### src/rtl/seq_wsum_shiftadd_pkg.sv
`default_nettype none
// ---------------------------------------------------------------------------
// seq_wsum_shiftadd_pkg : FSM encodings and width helper for the weighted sum
// Revision 1.0
// ---------------------------------------------------------------------------
package seq_wsum_shiftadd_pkg;

    localparam logic [1:0] ST_IDLE = 2'd0;
    localparam logic [1:0] ST_RUN  = 2'd1;
    localparam logic [1:0] ST_DONE = 2'd2;

    function automatic int clog2(input int value);
        int result;
        result = 0;
        while ((1 << result) < value) begin
            result = result + 1;
        end
        return result;
    endfunction

    // Bit-index width; kept at least one bit so CW=1 still elaborates.
    function automatic int kw_of(input int cw);
        return (clog2(cw) < 1) ? 1 : clog2(cw);
    endfunction

endpackage
`default_nettype wire

### src/rtl/seq_wsum_shiftadd_bit_adder.sv
`default_nettype none
// ---------------------------------------------------------------------------
// wsum_bit_adder : sums the channels whose selected coefficient bit is set
// Revision 1.0
// ---------------------------------------------------------------------------
module wsum_bit_adder
    import seq_wsum_shiftadd_pkg::*;
#(
    parameter int N_CH        = 3,
    parameter int DW          = 8,
    parameter int CW          = 5,
    parameter int OW          = 16,
    parameter int SIGNED_DATA = 0,
    parameter int KW          = kw_of(CW)
) (
    input  logic [N_CH*DW-1:0] data,
    input  logic [N_CH*CW-1:0] coef,
    input  logic [KW-1:0]      bit_sel,
    output logic [OW-1:0]      sum
);

    logic [OW-1:0] gated [N_CH];

    for (genvar i = 0; i < N_CH; i++) begin : g_ch
        logic [DW-1:0] x;
        logic [CW-1:0] c;
        logic [OW-1:0] ext;

        assign x = data[i*DW +: DW];
        assign c = coef[i*CW +: CW];

        if (SIGNED_DATA != 0) begin : g_sext
            assign ext = OW'($signed(x));
        end else begin : g_zext
            assign ext = OW'(x);
        end

        assign gated[i] = c[bit_sel] ? ext : '0;
    end

    always_comb begin
        sum = '0;
        for (int i = 0; i < N_CH; i++) begin
            sum = sum + gated[i];
        end
    end

endmodule
`default_nettype wire

### src/rtl/seq_wsum_shiftadd.sv
`default_nettype none
// ---------------------------------------------------------------------------
// seq_wsum_shiftadd : bit-serial (MSB first) runtime-coefficient weighted sum
// Revision 1.0
// ---------------------------------------------------------------------------
module seq_wsum_shiftadd
    import seq_wsum_shiftadd_pkg::*;
#(
    parameter int N_CH        = 3,
    parameter int DW          = 8,
    parameter int CW          = 5,
    parameter int OW          = 16,
    parameter int SIGNED_DATA = 0
) (
    input  logic                 clk,
    input  logic                 reset,
    input  logic                 in_valid,
    output logic                 in_ready,
    input  logic [N_CH*DW-1:0]   in_data,
    input  logic [N_CH*CW-1:0]   in_coef,
    output logic                 out_valid,
    input  logic                 out_ready,
    output logic [OW-1:0]        out_data
);

    localparam int KW = kw_of(CW);

    logic [1:0]          state;
    logic [N_CH*DW-1:0]  data_q;
    logic [N_CH*CW-1:0]  coef_q;
    logic [KW-1:0]       k;
    logic [OW-1:0]       acc;
    logic [OW-1:0]       bit_sum;
    logic [OW-1:0]       acc_next;
    logic                accept;

    assign in_ready = (state == ST_IDLE) || ((state == ST_DONE) && out_ready);
    assign accept   = in_valid && in_ready;
    assign acc_next = (acc << 1) + bit_sum;

    wsum_bit_adder #(
        .N_CH        (N_CH),
        .DW          (DW),
        .CW          (CW),
        .OW          (OW),
        .SIGNED_DATA (SIGNED_DATA),
        .KW          (KW)
    ) u_bit_adder (
        .data    (data_q),
        .coef    (coef_q),
        .bit_sel (k),
        .sum     (bit_sum)
    );

    always_ff @(posedge clk or posedge reset) begin
        if (reset) begin
            state     <= ST_IDLE;
            data_q    <= '0;
            coef_q    <= '0;
            k         <= '0;
            acc       <= '0;
            out_valid <= 1'b0;
            out_data  <= '0;
        end else begin
            case (state)
                ST_RUN: begin
                    acc <= acc_next;
                    if (k == '0) begin
                        out_data  <= acc_next;
                        out_valid <= 1'b1;
                        state     <= ST_DONE;
                    end else begin
                        k <= k - 1'b1;
                    end
                end
                ST_DONE: begin
                    if (out_ready) begin
                        out_valid <= 1'b0;
                        state     <= ST_IDLE;
                    end
                end
                default: state <= ST_IDLE;
            endcase

            // A new accept overrides the IDLE return of a same-edge retire.
            if (accept) begin
                data_q <= in_data;
                coef_q <= in_coef;
                acc    <= '0;
                k      <= KW'(CW - 1);
                state  <= ST_RUN;
            end
        end
    end

endmodule
`default_nettype wire
### config.mk
export PLATFORM = sky130hd
export DESIGN_NAME = seq_wsum_shiftadd
export DESIGN_NICKNAME = d
export VERILOG_FILES = /design/src/rtl/seq_wsum_shiftadd_pkg.sv /design/src/rtl/seq_wsum_shiftadd_bit_adder.sv /design/src/rtl/seq_wsum_shiftadd.sv
export SDC_FILE = /design/constraint.sdc
export NUM_CORES = 1
export LEC_CHECK = 0
export CAP_MARGIN = 10
export CORE_MARGIN = 3
export CORE_UTILIZATION = 35
export DETAILED_ROUTE_END_ITERATION = 8
export GPL_ROUTABILITY_DRIVEN = 0
export PLACE_DENSITY = 0.61
export SYNTH_ARGS = -nofsm -noshare
export SYNTH_HDL_FRONTEND = slang
export SYNTH_SLANG_ARGS = --single-unit
### constraint.sdc
create_clock -name clk -period 5.4 [get_ports clk]
set_input_delay 1.08 -clock clk [delete_from_list [all_inputs] [get_ports clk]]
set_output_delay 1.08 -clock clk [all_outputs]
set_load 0.03 [all_outputs]
==> results.py <==
metrics = {
    "place": {
        "port_buffers": 60,
        "post-place-ws_ns": 0.861,
        "hpwl_um": 6650,
    },
    "timing": {
        "tns_ns": 0,
        "min_period_ns": 4.53,
        "slew_headroom_pct": 32.0,
        "finalSetupViolCount": 0,
        "finalHoldViolCount": 0,
        "holdWs_ns": 0.476,
        "period_share_pct": 83.9,
        "maxSlewViolCount": 0,
        "max_freq_mhz": 221,
        "skew_ns": 0.00758,
        "setup_ws_ns": 0.869,
        "tightestPinTransition_ns": 1.02,
        "rsz0062_at_grt": "no",
    },
    "setup_path": {
        "worstPathArrival_ns": 4.71,
        "required_ns": 5.58,
        "slowest_stage": "fa_1",
        "path_max_fanout": 8,
        "endpoint_kind": "flop",
        "criticalPathCategory": "flop to flop",
        "r2r_start": "k[0]",
        "critPathLaunchType": "flop",
        "crit_chain": "mux4_2, inv_1, o21ai_1, nand2_1, fa_1, fa_1, inv_1, ha_1, fa_1, a21o_1, a221oi_4, o21ai_0, a211oi_1, o21ai_0",
        "reg2regPathDepth": 14,
        "crit_start": "k[0]",
        "cp_slowest_stage_delay_ns": 0.54,
        "crit_top_cell": "fa_1",
    },
    "clocking": {
        "clock_path_buffers": 2,
        "tritoncts": "built",
        "clk_latency_ns": 0.33,
        "ctsHoldBuffers": 0,
        "htree_levels": 3,
        "cts_buffers": 9,
        "ctsResizeCount": 0,
        "cts_setup_buffers": 0,
        "root_buffer": "clkbuf_16",
        "clk_pin_slew_worst_paths_ns": 0.06,
        "clock-sinks": 76,
    },
    "logic_synthesis": {
        "syn_inst": 444,
        "synth_warnings": 0,
        "synth_nets": 514,
        "syn-cell-area_um2": 4070,
        "ys_seq_elements": 76,
        "synth_edf_count": 0,
        "synth_cell_type_count": 46,
        "syn_area_per_cell_um2": 9.17,
        "ys.flop_type": "dfrtp_1",
        "synth_seq_area_share_pct": 46.7,
        "ys_async_sr_fraction_pct": 100,
    },
    "floorplan": {
        "ioPinCount": 61,
        "chipWidth_um": 114,
        "die_y_um": 114,
        "placeableCoreArea_um2": 11100,
        "start_util_pct": 36.6,
        "num_rows": 38,
        "die_area_um2": 13000,
    },
    "cells_and_area": {
        "n_antenna_cell": 0,
        "fin_util_pct": 45.6,
        "fillers": 1123,
        "areaGrowthSynthToFinish_pct": 24.5,
        "drive_above_1_share_pct": 6.19,
        "final_nets": 566,
    },
    "worst_hold_path": {
        "min_path_cells": 2,
        "hold_class": "flop to flop",
        "hp-start": "out_data[11]",
    },
    "route": {
        "wire_per_inst_um": 13.9,
        "drc": 0,
        "drt-total-wl_um": 8940,
        "drt-pass1-iter-count": 4,
        "vias_per_cell": 4.86,
        "vias": 3117,
        "drtIter0Drc": 175,
        "drtAntennaViolNets": 0,
    },
    "run_status": {
        "outcome": "finished, final reports clean",
    },
    "grt": {
        "grtUsageTotal_pct": 14.7,
        "grt_max_degree": 49,
        "first_global_vias": 3231,
        "antenna_found_initial": 0,
        "overflow": 0,
        "grt_pass1_wl_um": 15400,
    },
    "power_and_ir_drop": {
        "max-vdd-ir-drop_mv": 0.279,
        "pwr_density_cell_nw_per_um2": 642,
        "p_leak_nw": 2.40,
    },
    "flow_run": {
        "maxCapViolCount": 0,
    },
}
-- layout by cell type (no fill, tap or decap), types with 9 or more instances in the layout --
cell               n
nand2_1          159
dfrtp_1           76
clkdlybuf4s50_1   60
inv_1             27
o21ai_0           27
fa_1              16
nand3_1           14
ha_1              11
a21oi_1            9
clkbuf_16          9
-- logic make-up (layout without fill, tap and decap cells) --
logic type	count (synthesis)	in the layout	synth area share [%]
AND/OR/NAND/NOR	208	208	21.8
flip-flops	76	76	46.7
AO/OA/AOI/OAI	65	65	10.3
buffers and inverters	51	108	5.07
adder cells (fa/ha/maj)	27	27	11.2
XOR/XNOR	10	10	2.15
multiplexers	7	7	2.76
-- per-layer routing --
metal	track usage, %	vias up	wire (um)
met2	23.1	73	4170
li1	-	1547	-
met3	3.61	11	415
met1	20.2	1486	4220
met4	4.67	0	131
met5	0	-	0
-- cells in the mapped netlist (2+ instances only) --
library cell | count | area (um^2)
a211oi_1 | 2 | 15.0
a21o_1 | 4 | 30.0
a21oi_1 | 9 | 45.0
and2_1 | 3 | 18.8
and3_1 | 4 | 25.0
buf_1 | 2 | 7.51
buf_2 | 6 | 30.0
clkbuf_1 | 14 | 52.6
dfrtp_1 | 76 | 1900
fa_1 | 16 | 320
ha_1 | 11 | 138
inv_1 | 28 | 105
mux2_2 | 4 | 45.0
mux4_2 | 3 | 67.6
nand2_1 | 159 | 597
nand2b_1 | 4 | 25.0
nand3_1 | 14 | 70.1
nand4_1 | 2 | 12.5
nor2_1 | 4 | 15.0
nor2b_1 | 7 | 43.8
nor3_1 | 3 | 15.0
o211ai_1 | 2 | 15.0
o21ai_0 | 27 | 135
o21ai_1 | 2 | 10.0
o22ai_1 | 5 | 31.3
o31ai_1 | 4 | 30.0
or4_1 | 2 | 15.0
xnor2_1 | 3 | 26.3
xor2_1 | 7 | 61.3
-- worst paths after layout --
path                                end  slack, ns
setup reg to reg                acc[12]       0.87
hold reg to reg            out_data[11]       0.48
max in group asynchronous    data_q[15]       3.16
setup / recovery                acc[12]       0.87
hold / removal             out_data[11]       0.48
min in group asynchronous  out_data[14]       1.30
-- state kept, by name (all words and copies together), names as in the netlist --
signal / count
acc: 15
k: 3
out_data: 16
coef_q: 15
out_valid: 1
state: 2
data_q: 24
-- critical path: cells and delay by family, from the launching register on --
| family | cells | cell delay, ns |
|---|---|---|
| AND/OR/NAND/NOR | 1 | 0.15 |
| buffers and inverters | 2 | 0.08 |
| multiplexers | 1 | 0.37 |
| adder cells (fa/ha/maj) | 4 | 1.65 |
| AO/OA/AOI/OAI | 6 | 1.63 |
| flip-flops | 1 | 0.47 |
-- area by class of cell --
class | instances | area (um^2) | area share [%]
well taps | 140 | 175 | 3.45
repair buffers | 64 | 631 | 12.4
multi-input cells | 317 | 1960 | 38.7
inverters | 28 | 105 | 2.07
clock buffers | 12 | 246 | 4.86
flip-flops and latches | 76 | 1900 | 37.5
clock inverters | 4 | 48.8 | 0.962
-- report_power, final --
group,internal (mW),switching (mW)
sequential,0.834,0.182
clock,0.370,0.224
combinational,0.650,0.996
-- per-stage QoR --
stage | total power, mW | cells | area (um^2)
after global placement | 2.64 | 625 | 4780
after CTS | 3.30 | 641 | 5070
after global routing | 3.56 | 641 | 5070
after detailed placement | 2.69 | 625 | 4780
final | 3.25 | 641 | 5070
after floorplan | 2.21 | 444 | 4070
Power figures use the tool's default switching activity.
